## src/rtl/ldmstm_sequencer.sv

```systemverilog
// LDM/STM block-transfer sequencer: steps the register list one beat per memory handshake, then optional base writeback.
// Define MEM_ABORT_EN to add the mem_abort input and aborted output (abort ends the transfer without writeback).
module ldmstm_sequencer #(
    parameter int ADDR_W = 32
) (
    input  logic              clk,
    input  logic              rst_b,
    input  logic              start,
    input  logic [31:0]       insn,
    input  logic [ADDR_W-1:0] base,
    input  logic              flush,
    output logic              busy,
    output logic              done,
    output logic              mem_req,
    input  logic              mem_ack,
    output logic [ADDR_W-1:0] mem_addr,
    output logic              mem_we,
    output logic [3:0]        mem_reg,
    output logic              mem_user,
`ifdef MEM_ABORT_EN
    input  logic              mem_abort,
    output logic              aborted,
`endif
    output logic              wb_valid,
    output logic [3:0]        wb_reg,
    output logic [ADDR_W-1:0] wb_data,
    output logic              pc_loaded
);

    typedef enum logic [2:0] {IDLE, CALC, XFER, WB, DONE} state_t;

    state_t            state_q, state_d;
    logic [24:0]       insn_q;
    logic [ADDR_W-1:0] base_q;
    logic [15:0]       list_q;
    logic [ADDR_W-1:0] newBase_q;
    logic [ADDR_W-1:0] memAddr_q;
    logic [3:0]        memReg_q;
    logic              memReq_q, memWe_q, memUser_q;
    logic              busy_q, done_q, wbValid_q, pcLoaded_q;
    logic [3:0]        wbReg_q;
    logic [ADDR_W-1:0] wbData_q;

    logic              pBit, uBit, sBit, wBit, lBit;
    logic [3:0]        rn;
    logic [15:0]       insnList;
    logic [15:0]       rest;
    logic [ADDR_W-1:0] off, firstAddr, newBase;
    logic              beatDone, abortHit, wbNeeded;
    logic              unusedInsnBits;

    function automatic logic [4:0] popcount16(input logic [15:0] v);
        logic [4:0] c;
        c = '0;
        for (int i = 0; i < 16; i++) c = c + {4'd0, v[i]};
        return c;
    endfunction

    function automatic logic [3:0] lowestSet(input logic [15:0] v);
        logic [3:0] idx;
        idx = '0;
        for (int i = 15; i >= 0; i--) if (v[i]) idx = 4'(i);
        return idx;
    endfunction

    assign unusedInsnBits = &{1'b0, insn[31:25]};

    assign pBit     = insn_q[24];
    assign uBit     = insn_q[23];
    assign sBit     = insn_q[22];
    assign wBit     = insn_q[21];
    assign lBit     = insn_q[20];
    assign rn       = insn_q[19:16];
    assign insnList = insn_q[15:0];

    assign rest     = list_q & (list_q - 16'd1);
    assign beatDone = memReq_q & mem_ack;
`ifdef MEM_ABORT_EN
    assign abortHit = beatDone & mem_abort;
`else
    assign abortHit = 1'b0;
`endif
    // A load that includes Rn overwrites the base, so the writeback is dropped.
    assign wbNeeded = wBit & ~(lBit & insnList[rn]);

    // Addresses always ascend; decrementing modes just start lower.
    always_comb begin
        off     = {{(ADDR_W-7){1'b0}}, popcount16(list_q), 2'b00};
        newBase = uBit ? base_q + off : base_q - off;
        case ({pBit, uBit})
            2'b01:   firstAddr = base_q;
            2'b11:   firstAddr = base_q + ADDR_W'(4);
            2'b00:   firstAddr = base_q - off + ADDR_W'(4);
            default: firstAddr = base_q - off;
        endcase
    end

    always_comb begin
        state_d = state_q;
        if (flush) begin
            state_d = IDLE;
        end else begin
            case (state_q)
                IDLE: if (start) state_d = CALC;
                CALC: state_d = (list_q != 16'd0) ? XFER : DONE;
                XFER: begin
                    if (beatDone) begin
                        if (abortHit)           state_d = DONE;
                        else if (rest == 16'd0) state_d = wbNeeded ? WB : DONE;
                    end
                end
                WB:      state_d = DONE;
                DONE:    state_d = IDLE;
                default: state_d = IDLE;
            endcase
        end
    end

    // Outputs are registered from the next state so each pulse lines up with its state.
    always_ff @(posedge clk or negedge rst_b) begin
        if (!rst_b) begin
            state_q    <= IDLE;
            insn_q     <= '0;
            base_q     <= '0;
            list_q     <= '0;
            newBase_q  <= '0;
            memAddr_q  <= '0;
            memReg_q   <= '0;
            memReq_q   <= 1'b0;
            memWe_q    <= 1'b0;
            memUser_q  <= 1'b0;
            busy_q     <= 1'b0;
            done_q     <= 1'b0;
            wbValid_q  <= 1'b0;
            wbReg_q    <= '0;
            wbData_q   <= '0;
            pcLoaded_q <= 1'b0;
        end else begin
            state_q    <= state_d;
            busy_q     <= (state_d != IDLE);
            memReq_q   <= (state_d == XFER);
            memWe_q    <= (state_d == XFER) & ~lBit;
            memUser_q  <= (state_d == XFER) & sBit;
            wbValid_q  <= (state_d == WB);
            wbReg_q    <= (state_d == WB) ? rn : 4'd0;
            wbData_q   <= (state_d == WB) ? newBase_q : '0;
            done_q     <= (state_d == DONE);
            pcLoaded_q <= (state_d == DONE) & ~abortHit & lBit & insnList[15];
            if (state_q == IDLE && state_d == CALC) begin
                insn_q <= insn[24:0];
                base_q <= base;
                list_q <= insn[15:0];
            end
            if (state_q == CALC) begin
                newBase_q <= newBase;
                memAddr_q <= firstAddr;
                memReg_q  <= lowestSet(list_q);
            end
            if (state_q == XFER && beatDone) begin
                list_q <= rest;
                if (rest != 16'd0) begin
                    memAddr_q <= memAddr_q + ADDR_W'(4);
                    memReg_q  <= lowestSet(rest);
                end
            end
        end
    end

`ifdef MEM_ABORT_EN
    logic aborted_q;

    always_ff @(posedge clk or negedge rst_b) begin
        if (!rst_b) aborted_q <= 1'b0;
        else        aborted_q <= (state_d == DONE) & abortHit;
    end

    assign aborted = aborted_q;
`endif

    assign busy      = busy_q;
    assign done      = done_q;
    assign mem_req   = memReq_q;
    assign mem_addr  = memAddr_q;
    assign mem_we    = memWe_q;
    assign mem_reg   = memReg_q;
    assign mem_user  = memUser_q;
    assign wb_valid  = wbValid_q;
    assign wb_reg    = wbReg_q;
    assign wb_data   = wbData_q;
    assign pc_loaded = pcLoaded_q;

endmodule

```

## config.mk

```make
export PLATFORM = sky130hd
export DESIGN_NAME = ldmstm_sequencer
export DESIGN_NICKNAME = d
export VERILOG_FILES = /design/src/rtl/ldmstm_sequencer.sv
export SDC_FILE = /design/constraint.sdc
export NUM_CORES = 1
export LEC_CHECK = 0
export BUFFER_PORTS_ARGS = -buffer_cell sky130_fd_sc_hd__buf_2
export CORE_MARGIN = 3
export CORE_UTILIZATION = 50
export CTS_BUF_LIST = sky130_fd_sc_hd__clkbuf_2
export CTS_CLUSTER_DIAMETER = 200
export CTS_CLUSTER_SIZE = 20
export DETAILED_ROUTE_END_ITERATION = 8
export GPL_TIMING_DRIVEN = 0
export PLACE_DENSITY = 0.76
export SETUP_SLACK_MARGIN = 0.5
export SYNTH_ARGS = -nofsm -noshare
export SYNTH_HDL_FRONTEND = slang
export SYNTH_SLANG_ARGS = --single-unit
```

## constraint.sdc

```tcl
create_clock -name clk -period 8.9 [get_ports clk]
set_input_delay 0.445 -clock clk [delete_from_list [all_inputs] [get_ports clk]]
set_output_delay 0.445 -clock clk [all_outputs]
set_load 0.02 [all_outputs]
```

; Word level (Yosys, flattened, before mapping)
; Index checks and enable logic that the tools add are counted.
[totals]
reg_bits = 187
inputBits = 69
out_inout_bits = 79
word_cells = 119
[classes]
n_addsub = 21
order_cmp = 1
eq_ne = 9
mux = 53
bitwise = 10
n_reduce_logical = 9
[ops]
columns = cell, count
row1 = two-way mux 32 bit, 5
row2 = two-way mux 4 bit, 36
row3 = adder 32 x 3 -> 32 bit (second input constant), 3
row4 = one-hot mux 32 bit (3 select lines), 1
row5 = adder 5 x 1 -> 5 bit, 11
row6 = adder 32 x 7 -> 32 bit, 1
row7 = two-way mux 16 bit, 2
row8 = nonzero test 16 bit, 2
row9 = subtractor 32 x 7 -> 32 bit, 1
row10 = two-way mux 3 bit, 6
row11 = AND 16 bit, 1
row12 = logical NOT 16 bit, 1
row13 = subtractor 16 x 1 -> 16 bit (second input constant), 1
row14 = == test 3 x 2 -> 1 bit (second input constant), 4
row15 = one-hot mux 3 bit (4 select lines), 1
row16 = AND 1 bit, 7
row17 = == test 3 x 1 -> 1 bit (second input constant), 2
row18 = adder 4 x 1 -> 5 bit, 1
row19 = less-than comparator 4 x 5 -> 1 bit (second input constant), 1
row20 = adder 3 x 1 -> 4 bit, 1
row21 = binary-select mux 1 bit (select 4 bit), 1
row22 = adder 2 x 1 -> 3 bit, 1
row23 = == test 3 bit (second input constant), 1
row24 = logical NOT 3 bit, 1
row25 = other kinds (9), 11

; Longest topological paths before layout
; Gate-level depths: netlist (run 1).
[logic_depth]
ltp_word = 21
depth_mapped = 25
mapped_depth_nobuf = 23

; Worst setup path after synthesis (run 1)
; Ideal clock, no wire load.
[synth_timing]
kind = reg-to-reg
start = reg list_q[3]
end = reg memAddr_q[19] (netlist: mem_addr[19])
setup_time_ns = 0.083
arrival_time_ns = 6.319
required_ns = 8.817
path_slack_ns = 2.499
path_stages_with_launch = 23
path_buffers = 3
synth_period_minus_slack_ns = 6.401
path_cell_list = dfrtp_1 > clkbuf_1 > inv_1 > fa_1 > fa_1 > fa_1 > fa_1 > inv_1 > ha_1 > fa_1 > a21o_1 > and2_1 > ha_1 > clkbuf_1 > o21ba_2 > clkbuf_1 > or3_1 > or3_1 > a211oi_4 > nand4_1 > or3_1 > xnor2_1 > o21ai_0
[synth_between]
elab_chain_cells = 19
elab_cells_between_ends = 22
cone_classes = 16 x add/sub / 4 x mux / 1 x bitwise / 1 x reduce/logical
[synth_rtl]
columns = element, line_no
row1 = from (decl), 35  ; logic [15:0] list_q;
row2 = from (signal assigned), 152  ; list_q <= insn[15:0];
row3 = from (signal assigned), 160  ; list_q <= rest;
row4 = adder 3 x 1 -> 4 bit, 55  ; for (int i = 0; i < 16; i++) c = c + {4'd0, v[i]};
row5 = adder 4 x 1 -> 5 bit, 55
row6 = adder 5 x 1 -> 5 bit (11 in series), 55
row7 = subtractor 32 x 7 -> 32 bit, "93, 94"
row8 = adder 32 x 3 -> 32 bit, 93  ; 2'b00: firstAddr = base_q - off + ADDR_W'(4);
row9 = one-hot mux 32 bit (3 select lines), 90  ; case ({pBit, uBit})
row10 = two-way mux 32 bit, 154  ; if (state_q == CALC) begin
row11 = two-way mux 32 bit, 161  ; if (rest != 16'd0) begin
row12 = two-way mux 32 bit (*), 159  ; if (state_q == XFER && beatDone) begin
row13 = to (signal assigned), 156  ; memAddr_q <= firstAddr;
row14 = to (signal assigned), 162  ; memAddr_q <= memAddr_q + ADDR_W'(4);
row15 = to (decl), 37  ; logic [ADDR_W-1:0] memAddr_q;
; Every way passes the cells marked *; elsewhere a longest branch is shown, timed or not.
; A chain may end at the register's enable or synchronous reset.

; Worst setup path in the final report (run 1)
[layout_timing]
start = reg list_q[9]
end = reg memAddr_q[31] (netlist: mem_addr[31])
[layout_between]
elab_chain_cells = 13
elab_cells_between_ends = 16
cone_classes = 10 x add/sub / 4 x mux / 1 x bitwise / 1 x reduce/logical
[layout_rtl]
columns = element, line_no
row1 = adder 5 x 1 -> 5 bit (7 in series), 55
row2 = subtractor 32 x 7 -> 32 bit, "93, 94"
row3 = adder 32 x 3 -> 32 bit, 93
row4 = one-hot mux 32 bit (3 select lines), 90
row5 = two-way mux 32 bit, 154
row6 = two-way mux 32 bit, 161
row7 = two-way mux 32 bit (*), 159
; Marks and branches as above.

==> results of run 1 <==
-- kinds of logic after synthesis --
family,Yosys count,synth area share
simple gates,674,0.273
compound gates,338,0.178
flops,187,0.384
buf+inv,138,0.0444
xor+xnor,80,0.0574
fa+ha+maj,37,0.0449
mux,17,0.0191
-- area by class of cell --
class	instances	area share
clock inverters	15	0.0140
well taps	319	0.0281
repair buffers	200	0.0935
multi-input cells	1146	0.491
diodes	2	0.000352
inverters	42	0.0111
clock buffers	17	0.00598
flip-flops and latches	187	0.329
plain buffers	96	0.0270
-- layout by cell type, fill, tap and decap left out, drive strengths merged, types with 13 or more instances in the layout --
cell         Yosys  final
dlygate4sd3      0     59
inv             42     50
nor4            24     24
nor3            44     44
o21ai           97     97
clkbuf          71     88
a211oi          13     13
buf             25    166
nand3           41     41
xor2            28     28
nand2          310    310
nor3b           14     14
ha              23     23
and3            21     21
nor2            81     81
o22ai           16     16
a21oi           86     86
a21o            18     18
dfrtp          187    187
xnor2           52     52
and2            51     51
nand4           18     18
-- how the worst max path moves through the flow --
stage	end
4_1_cts	mem_addr[22]
3_3_place_gp	mem_addr[22]
2_1_floorplan	mem_addr[19]
3_5_place_dp	mem_addr[22]
6_report	mem_addr[31]
5_1_grt	mem_addr[31]
-- tightest hold or removal path, delay by kind of cell --
kind / cells / cell delay, ns
AOI/OAI and AO/OA: 1 / 0.14
buffers and inverters: 1 / 0.07
and+or+nand+nor: 2 / 0.18
-- power by group --
part	internal [mW]	switching (mW)
Clock	0.150	0.357
Combinational	1.26	2.16
Sequential	1.04	0.181
-- metal layers --
metal,global-route usage,wire (microns),vias up
li1,-,-,5597
met1,0.427,16900,5850
met2,0.511,19300,596
met3,0.0434,3360,84
met4,0.106,1500,0
met5,0,0,-
==> metrics.json, run 1 <==
{
  "run_status": {"value": "complete, no violations"},
  "postSynthNetCount": {"value": 1575},
  "detailed_router_iteration_count_before_antenna_repair": {"value": 6},
  "finalNetCount": {"value": 1794},
  "drt-initial-drc-count": {"value": 1346},
  "hold_depth": {"value": 4},
  "final.setup.tns": {"value": 0, "unit": "ns"},
  "postCtsSetupBuffers": {"value": 0},
  "synth_largest_area_cell": {"value": "dfrtp_1"},
  "multiInputGateArea": {"value": 6980, "unit": "sq um"},
  "finalSetupViolations": {"value": 0},
  "finalHoldViolations": {"value": 0},
  "ys_dominant_reg_cell": {"value": "dfrtp_1"},
  "fin_skew": {"value": 0.0370, "unit": "ns"},
  "layout_setup_ws": {"value": 1.07, "unit": "ns"},
  "finalCritPeriodShare": {"value": 0.880},
  "gr-total-overflow": {"value": 0},
  "route.detailed.wl_per_inst": {"value": 20.3, "unit": "microns"},
  "min_delay_worst_endpoint": {"value": "state_q[1]"},
  "tightest_slew": {"value": 1.27, "unit": "ns"},
  "reg2regPathDepth": {"value": 22},
  "worstSkewPairLatency": {"value": 0.82, "unit": "ns"},
  "timing.slew.headroom": {"value": 0.132},
  "timing.critical_path.cells": {"value": "clkbuf_1 > inv_1 > fa_1 > fa_1 > fa_1 > fa_1 > inv_1 > ha_1 > fa_1 > a21o_1 > and2_1 > ha_1 > clkbuf_1 > a2111oi_2 > nor3_1 > clkbuf_1 > nand4_1 > xnor2_1 > o221ai_1 > nor3_1 > mux2i_1 > nand4_1"},
  "post_route_drc_violation_count": {"value": 0},
  "min_from": {"value": "mem_ack"},
  "start_util": {"value": 0.514},
  "maxCapViolations": {"value": 0},
  "placed_area": {"value": 13300, "unit": "sq um"},
  "worst_ep_arrival_time": {"value": 8.55, "unit": "ns"},
  "setup.worst_path.class": {"value": "reg2reg"},
  "port_buffers": {"value": 140},
  "max_clock_freq": {"value": 0.128, "unit": "GHz"},
  "final_ant_viol_nets": {"value": 0},
  "placed_cells": {"value": 1931},
  "fp.coreArea": {"value": 23800, "unit": "sq um"},
  "postRouteWirelength": {"value": 41100, "unit": "microns"},
  "rr_startpoint": {"value": "list_q[9]"},
  "synthesized_area_divided_by_synthesized_cell_count": {"value": 8.29, "unit": "sq um"},
  "syn-instance-count": {"value": 1471},
  "clock_path_buffers": {"value": 2},
  "critPathMaxFanout": {"value": 10},
  "vdd_ir_drop_max": {"value": 0.425, "unit": "mV"},
  "dp_slack": {"value": 1.28, "unit": "ns"},
  "synthDominantCellAreaShare": {"value": 0.384},
  "ys.warnings.count": {"value": 0},
  "synth.most_common_cell": {"value": "nand2_1"},
  "worstReg2RegEnd": {"value": "mem_addr[31]"},
  "cts.repair.resized": {"value": 0},
  "ys_top_cells_by_area": {"value": "dfrtp_1, nand2_1, o21ai_0"},
  "post_synth_most_frequent_cells": {"value": "nand2_1, dfrtp_1, o21ai_0"},
  "clock-root-buffer": {"value": "clkbuf_2"},
  "netlist_area": {"value": 12200, "unit": "sq um"},
  "holdCritPathClass": {"value": "in2reg"},
  "critPathMostFrequentCell": {"value": "fa_1"},
  "final-max-slew-violation-count": {"value": 0},
  "fp.dieArea": {"value": 26300, "unit": "sq um"},
  "antenna_found_initial": {"value": 2},
  "drive_gt1_frac": {"value": 0.130},
  "critPathCaptureType": {"value": "register"},
  "fp.dieH": {"value": 162, "unit": "microns"},
  "power_density": {"value": 362, "unit": "nW/um^2"},
  "grt_max_degree": {"value": 113},
  "rows": {"value": 56},
  "first_pass_grt_wire_length": {"value": 64000, "unit": "microns"},
  "seqCellArea": {"value": 4680, "unit": "sq um"},
  "grt_usage": {"value": 0.312},
  "critical_path.startpoint_type": {"value": "register"},
  "critPathRequiredTime": {"value": 9.62, "unit": "ns"},
  "floorplan.die.width": {"value": 162, "unit": "microns"},
  "ys_async_sr_fraction": {"value": 1.00},
  "dr_total_vias": {"value": 12100},
  "timing.hold.ws": {"value": 0.0486, "unit": "ns"},
  "critical_path_buf_inv_count": {"value": 5},
  "edff_count_synth": {"value": 0},
  "viasPerCell": {"value": 5.99},
  "crit_family": {"value": "adder cells"},
  "first_global_vias": {"value": 11500},
  "ys_seq_area_frac": {"value": 0.384},
  "ys_seq_elements": {"value": 187},
  "fin_cells": {"value": 2024},
  "cts_made_buffers": {"value": 17},
  "cts_num_sinks": {"value": 187},
  "setup.worst_path.start": {"value": "list_q[9]"},
  "cellLeakagePower": {"value": 6.46, "unit": "nW"},
  "yosysUniqueCellTypes": {"value": 83},
  "layout.cell_area.non_filler": {"value": 14200, "unit": "sq um"},
  "fin_crit": {"value": 7.83, "unit": "ns"},
  "htree_num_levels": {"value": 4},
  "grt_setup_unrepaired": {"value": "false"},
  "boundaryPins": {"value": 148},
  "power.total": {"value": 5.15, "unit": "mW"},
  "slowest_cell_on_the_critical_path": {"value": "a2111oi_2"},
  "cp_slowest_stage_delay": {"value": 1.04, "unit": "ns"},
  "post_cts_hold_buffer_count": {"value": 59},
  "place_congestion": {"value": 1.00},
  "clkSlewWorstSetupHoldPaths": {"value": 0.33, "unit": "ns"},
  "dp.final_hpwl": {"value": 30500, "unit": "microns"},
  "synthToLayoutAreaGrowth": {"value": 16.5, "unit": "%"},
  "filler_cell_count": {"value": 2179},
  "layout.core_utilization": {"value": 0.599},
  "cts_tree": {"value": "done"},
  "critical_path_cell_count": {"value": 22},
  "flop2flop_setup_slack": {"value": 1.07, "unit": "ns"}
}
Power figures use the tool's default switching activity.
==> run 2: changes to the inputs <==
--- a/config.mk
+++ b/config.mk
@@ -13,6 +13,7 @@
 export CTS_CLUSTER_SIZE = 20
 export DETAILED_ROUTE_END_ITERATION = 8
 export GPL_TIMING_DRIVEN = 0
+export MAX_ROUTING_LAYER = met4
 export PLACE_DENSITY = 0.76
 export SETUP_SLACK_MARGIN = 0.5
 export SYNTH_ARGS = -nofsm -noshare
==> run 2 against run 1 <==
Effect of this change: clock power fell by 4%; hold slack better by 0.058 ns; via count is 0.92% higher; critical path depth is the same; global-route usage up 1.6 points; fmax shrank 2.0%; largest cell class unchanged; largest power group unchanged; highest routed layer unchanged.
==> metrics.json, run 2 (synthesis gave the netlist of run 1 again) <==
{
  "run_status": {"value": "complete, no violations"},
  "placed_area": {"value": 13300, "unit": "sq um"},
  "final_ant_viol_nets": {"value": 0},
  "finalNetCount": {"value": 1796},
  "p_int": {"value": 2.42, "unit": "mW"},
  "drt-initial-drc-count": {"value": 1326},
  "worst_ep_arrival_time": {"value": 8.71, "unit": "ns"},
  "met2_usage": {"value": 0.506},
  "antenna_found_initial": {"value": 4},
  "dp_slack": {"value": 1.16, "unit": "ns"},
  "met1_usage": {"value": 0.424},
  "final.setup.tns": {"value": 0, "unit": "ns"},
  "fp.dieArea": {"value": 26300, "unit": "sq um"},
  "fin_cells": {"value": 2028},
  "hold_depth": {"value": 3},
  "finalSetupViolations": {"value": 0},
  "critPathMaxFanout": {"value": 10},
  "timing.hold.ws": {"value": 0.107, "unit": "ns"},
  "fin_crit": {"value": 7.99, "unit": "ns"},
  "grt_max_degree": {"value": 111},
  "final-max-slew-violation-count": {"value": 0},
  "maxCapViolations": {"value": 0},
  "clkSlewWorstSetupHoldPaths": {"value": 0.35, "unit": "ns"},
  "boundaryPins": {"value": 148},
  "critPathRequiredTime": {"value": 9.62, "unit": "ns"},
  "fp.coreArea": {"value": 23800, "unit": "sq um"},
  "power.total": {"value": 5.16, "unit": "mW"},
  "fp.dieH": {"value": 162, "unit": "microns"},
  "worstSkewPairLatency": {"value": 0.83, "unit": "ns"},
  "setup.worst_path.start": {"value": "list_q[3]"},
  "setup.worst_path.class": {"value": "reg2reg"},
  "cts_tree": {"value": "done"},
  "placed_cells": {"value": 1931},
  "filler_cell_count": {"value": 2133},
  "power.share.sequential": {"value": 0.237},
  "layout.cell_area.non_filler": {"value": 14200, "unit": "sq um"},
  "cts_made_buffers": {"value": 17},
  "first_global_vias": {"value": 11700},
  "tightest_slew": {"value": 1.35, "unit": "ns"},
  "critical_path.startpoint_type": {"value": "register"},
  "layout_setup_ws": {"value": 0.911, "unit": "ns"},
  "flop2flop_setup_slack": {"value": 0.91, "unit": "ns"},
  "clock-root-buffer": {"value": "clkbuf_2"},
  "clock_path_buffers": {"value": 2},
  "timing.slew.headroom": {"value": 0.0757},
  "post_route_drc_violation_count": {"value": 0},
  "dr_total_vias": {"value": 12200},
  "holdCritPathClass": {"value": "in2reg"},
  "p_comb_frac": {"value": 0.668},
  "grt_util_met3": {"value": 0.0561},
  "floorplan.die.width": {"value": 162, "unit": "microns"},
  "cts_num_sinks": {"value": 187},
  "post_cts_hold_buffer_count": {"value": 61},
  "grt_setup_unrepaired": {"value": "false"},
  "drive_gt1_frac": {"value": 0.130},
  "most-common-layout-cells": {"value": "nand2_1, dfrtp_1, buf_2, o21ai_0, a21oi_1"},
  "finalCritPeriodShare": {"value": 0.898},
  "rr_startpoint": {"value": "list_q[3]"},
  "power_density": {"value": 362, "unit": "nW/um^2"},
  "dp.final_hpwl": {"value": 31200, "unit": "microns"},
  "synthToLayoutAreaGrowth": {"value": 16.7, "unit": "%"},
  "clkPwrFrac": {"value": 0.094},
  "grt_usage": {"value": 0.328},
  "globalRoute.busiestLayer": {"value": "met2"},
  "postCtsSetupBuffers": {"value": 0},
  "rows": {"value": 56},
  "reg2regPathDepth": {"value": 22},
  "net-switching-power": {"value": 2.73, "unit": "mW"},
  "place_congestion": {"value": 0.994},
  "gr-total-overflow": {"value": 0},
  "htree_num_levels": {"value": 4},
  "layout.core_utilization": {"value": 0.600},
  "start_util": {"value": 0.514},
  "first_pass_grt_wire_length": {"value": 65200, "unit": "microns"},
  "min_from": {"value": "start"},
  "max_clock_freq": {"value": 0.125, "unit": "GHz"},
  "vdd_ir_drop_max": {"value": 0.431, "unit": "mV"},
  "critPathCaptureType": {"value": "register"},
  "postRouteWirelength": {"value": 41900, "unit": "microns"},
  "power_switching_share": {"value": 0.530},
  "detailed_router_iteration_count_before_antenna_repair": {"value": 7},
  "cellLeakagePower": {"value": 6.46, "unit": "nW"},
  "route.detailed.wl_per_inst": {"value": 20.7, "unit": "microns"},
  "viasPerCell": {"value": 6.04},
  "layout_commonest_cell": {"value": "nand2_1"},
  "fin_skew": {"value": 0.0465, "unit": "ns"},
  "cts.repair.resized": {"value": 0},
  "port_buffers": {"value": 140},
  "finalHoldViolations": {"value": 0}
}
-- run 2: changes by cell type in the layout (fill, tap and decap cells not counted), sizes merged --
cell / previous run / this run
bufinv: 2 / 1
inv: 50 / 47
dlygate4sd3: 59 / 61
clkinv: 5 / 8
diode: 2 / 4
clkinvlp: 0 / 1
-- run 2: area by class of cell --
type,instances,area [sq um],share of cell area
clock buffers,17,85.1,0.00597
clock inverters,15,200,0.0141
repair buffers,202,1350,0.0947
multi-input cells,1146,6980,0.490
inverters,42,158,0.0111
plain buffers,96,384,0.0270
diodes,4,10.0,0.000703
flip-flops and latches,187,4680,0.329
well taps,319,399,0.0280
-- run 2: per-layer routing --
metal / up-vias / share of wire / wire length (microns)
li1: 5605 / - / -
met2: 618 / 0.46 / 19200
met1: 5894 / 0.41 / 17000
met5: - / 0 / 0
met4: 0 / 0.053 / 2240
met3: 122 / 0.083 / 3460
-- run 2: power by group through the flow --
stage               Sequential, mW  Clock, mW  Combinational (mW)
finish                        1.22      0.487                3.45
global route                  1.25      0.529                3.77
CTS                           1.22      0.497                3.39
detailed placement            1.24          0                3.35
global placement              1.23          0                3.26
floorplan                     1.28          0                2.37
-- run 2: worst max-delay path, cell delays in order, from the launching register on --
cell and delay, ns:
dfrtp_1 0.40, clkbuf_1 0.28, inv_1 0.18, fa_1 0.56, fa_1 0.46, fa_1 0.49
fa_1 0.49, inv_1 0.04, ha_1 0.19, fa_1 0.41, a21o_1 0.17, and2_1 0.19
ha_1 0.30, clkbuf_1 0.20, a2111oi_2 1.12, nor3_1 0.29, clkbuf_1 0.42, nand4_1 0.24
xnor2_1 0.23, o221ai_1 0.23, nor3_1 0.59, mux2i_1 0.26, nand4_1 0.12
-- run 2: final timing paths --
| path | to |
|---|---|
| max in group asynchronous | list_q[1] |
| max reg2reg | mem_addr[31] |
| min in group asynchronous | wb_data[10] |
| min reg2reg | insn_q[22] |
| max | mem_addr[31] |
| min | mem_req |
==> run 3: changes to the inputs <==
--- a/config.mk
+++ b/config.mk
@@ -6,6 +6,7 @@
 export NUM_CORES = 1
 export LEC_CHECK = 0
 export BUFFER_PORTS_ARGS = -buffer_cell sky130_fd_sc_hd__buf_2
+export CORE_ASPECT_RATIO = 0.6
 export CORE_MARGIN = 3
 export CORE_UTILIZATION = 50
 export CTS_BUF_LIST = sky130_fd_sc_hd__clkbuf_2
==> run 3 against run 2 <==
Effect of this change: power up 0.69%; clock power is 2% lower; fmax is 4.8% higher; hold slack gained 0.13 ns; utilization up 0.58 points; sequential cell count stayed put; die area grew 0.24%; critical path depth is 1 lower; critical endpoint is now mem_addr[22].
==> metrics.json, run 3 (synthesis gave the netlist of run 1 again) <==
{
  "finalHoldViolations": {"value": 0},
  "viasPerCell": {"value": 6.16},
  "clkSlewWorstSetupHoldPaths": {"value": 0.33, "unit": "ns"},
  "diodes_inserted": {"value": 0},
  "finalNetCount": {"value": 1798},
  "htree_num_levels": {"value": 4},
  "fp.dieArea": {"value": 26400, "unit": "sq um"},
  "grt_usage": {"value": 0.358},
  "critPathMaxFanout": {"value": 10},
  "fp.coreArea": {"value": 23500, "unit": "sq um"},
  "final_ant_viol_nets": {"value": 0},
  "synthToLayoutAreaGrowth": {"value": 16.7, "unit": "%"},
  "setup.worst_path.class": {"value": "reg2reg"},
  "holdCritPathClass": {"value": "in2reg"},
  "dp.final_hpwl": {"value": 35100, "unit": "microns"},
  "critical_path_cell_count": {"value": 21},
  "gr-total-overflow": {"value": 0},
  "fp.dieH": {"value": 127, "unit": "microns"},
  "port_buffers": {"value": 140},
  "cp_slowest_stage_delay": {"value": 1.04, "unit": "ns"},
  "floorplan.die.width": {"value": 208, "unit": "microns"},
  "worstSkewPairLatency": {"value": 0.92, "unit": "ns"},
  "cts_tree": {"value": "done"},
  "final.setup.tns": {"value": 0, "unit": "ns"},
  "power_density": {"value": 365, "unit": "nW/um^2"},
  "power.share.sequential": {"value": 0.237},
  "post_cts_hold_buffer_count": {"value": 63},
  "post_route_drc_violation_count": {"value": 0},
  "boundaryPins": {"value": 148},
  "antenna_found_initial": {"value": 0},
  "routed-wl-met3": {"value": 6250, "unit": "microns"},
  "tightest_slew": {"value": 1.22, "unit": "ns"},
  "fin_skew": {"value": 0.0695, "unit": "ns"},
  "p_int": {"value": 2.42, "unit": "mW"},
  "met2_length": {"value": 17500, "unit": "microns"},
  "grt_max_degree": {"value": 118},
  "detailed_router_iteration_count_before_antenna_repair": {"value": 8},
  "clock-root-buffer": {"value": "clkbuf_2"},
  "rows": {"value": 43},
  "first_pass_grt_wire_length": {"value": 70000, "unit": "microns"},
  "max_clock_freq": {"value": 0.131, "unit": "GHz"},
  "cts.repair.resized": {"value": 0},
  "slowest_cell_on_the_critical_path": {"value": "a2111oi_2"},
  "drive_gt1_frac": {"value": 0.131},
  "worst_ep_arrival_time": {"value": 8.46, "unit": "ns"},
  "final-max-slew-violation-count": {"value": 0},
  "cts_num_sinks": {"value": 187},
  "critPathCaptureType": {"value": "register"},
  "critical_path.startpoint_type": {"value": "register"},
  "clock_path_buffers": {"value": 2},
  "timing.critical_path.cells": {"value": "clkbuf_1 > inv_1 > fa_1 > fa_1 > fa_1 > fa_1 > inv_1 > ha_1 > fa_1 > a21o_1 > and2_1 > ha_1 > clkbuf_1 > a2111oi_2 > nor4_1 > a2111oi_0 > nor4_4 > nand4_2 > mux2i_1 > mux2i_1 > o21ai_0"},
  "clkPwrFrac": {"value": 0.092},
  "routed.top_layer": {"value": "met4"},
  "cellLeakagePower": {"value": 6.47, "unit": "nW"},
  "place_congestion": {"value": 1.01},
  "finalCritPeriodShare": {"value": 0.857},
  "routedLengthMet1": {"value": 21100, "unit": "microns"},
  "critPathRequiredTime": {"value": 9.74, "unit": "ns"},
  "power.total": {"value": 5.19, "unit": "mW"},
  "first_global_vias": {"value": 11700},
  "start_util": {"value": 0.519},
  "p_comb_frac": {"value": 0.671},
  "postRouteWirelength": {"value": 45600, "unit": "microns"},
  "dr_total_vias": {"value": 12500},
  "finalSetupViolations": {"value": 0},
  "run_status": {"value": "complete, no violations"},
  "critPathMostFrequentCell": {"value": "fa_1"},
  "critical_path_buf_inv_count": {"value": 4},
  "drt-initial-drc-count": {"value": 1643},
  "timing.slew.headroom": {"value": 0.185},
  "maxCapViolations": {"value": 0},
  "route.detailed.wl_per_inst": {"value": 22.5, "unit": "microns"},
  "grt_setup_unrepaired": {"value": "false"},
  "layout_commonest_cell": {"value": "nand2_1"},
  "crit_family": {"value": "adder cells"},
  "hold_depth": {"value": 4},
  "fin_crit": {"value": 7.62, "unit": "ns"},
  "filler_cell_count": {"value": 2120},
  "net-switching-power": {"value": 2.77, "unit": "mW"},
  "power_switching_share": {"value": 0.533},
  "vdd_ir_drop_max": {"value": 0.399, "unit": "mV"},
  "most-common-layout-cells": {"value": "nand2_1, dfrtp_1, buf_2, o21ai_0, a21oi_1"},
  "cts_made_buffers": {"value": 17},
  "postCtsSetupBuffers": {"value": 0},
  "reg2regPathDepth": {"value": 21}
}
-- run 3: metal layers --
| metal | vias up | track usage |
|---|---|---|
| li1 | 5611 | - |
| met3 | 51 | 0.131 |
| met1 | 6075 | 0.545 |
| met2 | 725 | 0.450 |
| met4 | 0 | 0.0713 |
| met5 | - | - |
-- run 3: power by group through the flow --
| stage | Combinational, mW | Clock (mW) | Sequential (mW) |
|---|---|---|---|
| 6_report | 3.49 | 0.478 | 1.23 |
| 5_1_grt | 3.83 | 0.519 | 1.26 |
| 4_1_cts | 3.42 | 0.479 | 1.22 |
| 3_5_place_dp | 3.37 | 0 | 1.24 |
| 3_3_place_gp | 3.33 | 0 | 1.23 |
| 2_1_floorplan | 2.37 | 0 | 1.28 |
-- run 3: layout make-up --
type                    instances  area, sq um  area share
multi-input cells            1146         6990       0.491
clock buffers                  18         90.1     0.00633
clock inverters                14          169      0.0119
well taps                     315          394      0.0277
repair buffers                204         1370      0.0961
plain buffers                  96          384      0.0270
flip-flops and latches        187         4680       0.329
inverters                      42          158      0.0111
-- run 3: final timing paths --
check | start | end | slack [ns]
worst max-delay path | list_q[3] | mem_addr[22] | 1.28
worst min-delay path | base[28] | base_q[28] | 0.24
worst max register to register | list_q[3] | mem_addr[22] | 1.28
worst min register to register | newBase_q[29] | newBase_q[29] | 0.51
max in group asynchronous | rst_b | mem_addr[5] | 7.29
min in group asynchronous | rst_b | state_q[2] | 0.57
-- run 3: metrics by stage --
stage,instances,setup slack [ns],instance area (sq um),utilization,hold WS (ns)
5_1_grt,2022,0.845,14200,0.606,0.190
3_5_place_dp,1927,1.42,13300,0.567,0.441
2_1_floorplan,1471,2.50,12200,-,0.149
6_report,2022,1.28,14200,0.606,0.240
4_1_cts,2022,1.40,14200,0.605,0.178
3_3_place_gp,1926,1.44,13300,0.566,0.453
-- run 3: worst register-to-register path, cell delays in order, from the launching register on --
cell and delay [ns]:
dfrtp_1 0.39, clkbuf_1 0.31, inv_1 0.23, fa_1 0.58, fa_1 0.45, fa_1 0.49
fa_1 0.49, inv_1 0.04, ha_1 0.20, fa_1 0.41, a21o_1 0.17, and2_1 0.20
ha_1 0.30, clkbuf_1 0.18, a2111oi_2 1.04, nor4_1 0.16, a2111oi_0 0.96, nor4_4 0.15
nand4_2 0.27, mux2i_1 0.27, mux2i_1 0.20, o21ai_0 0.08
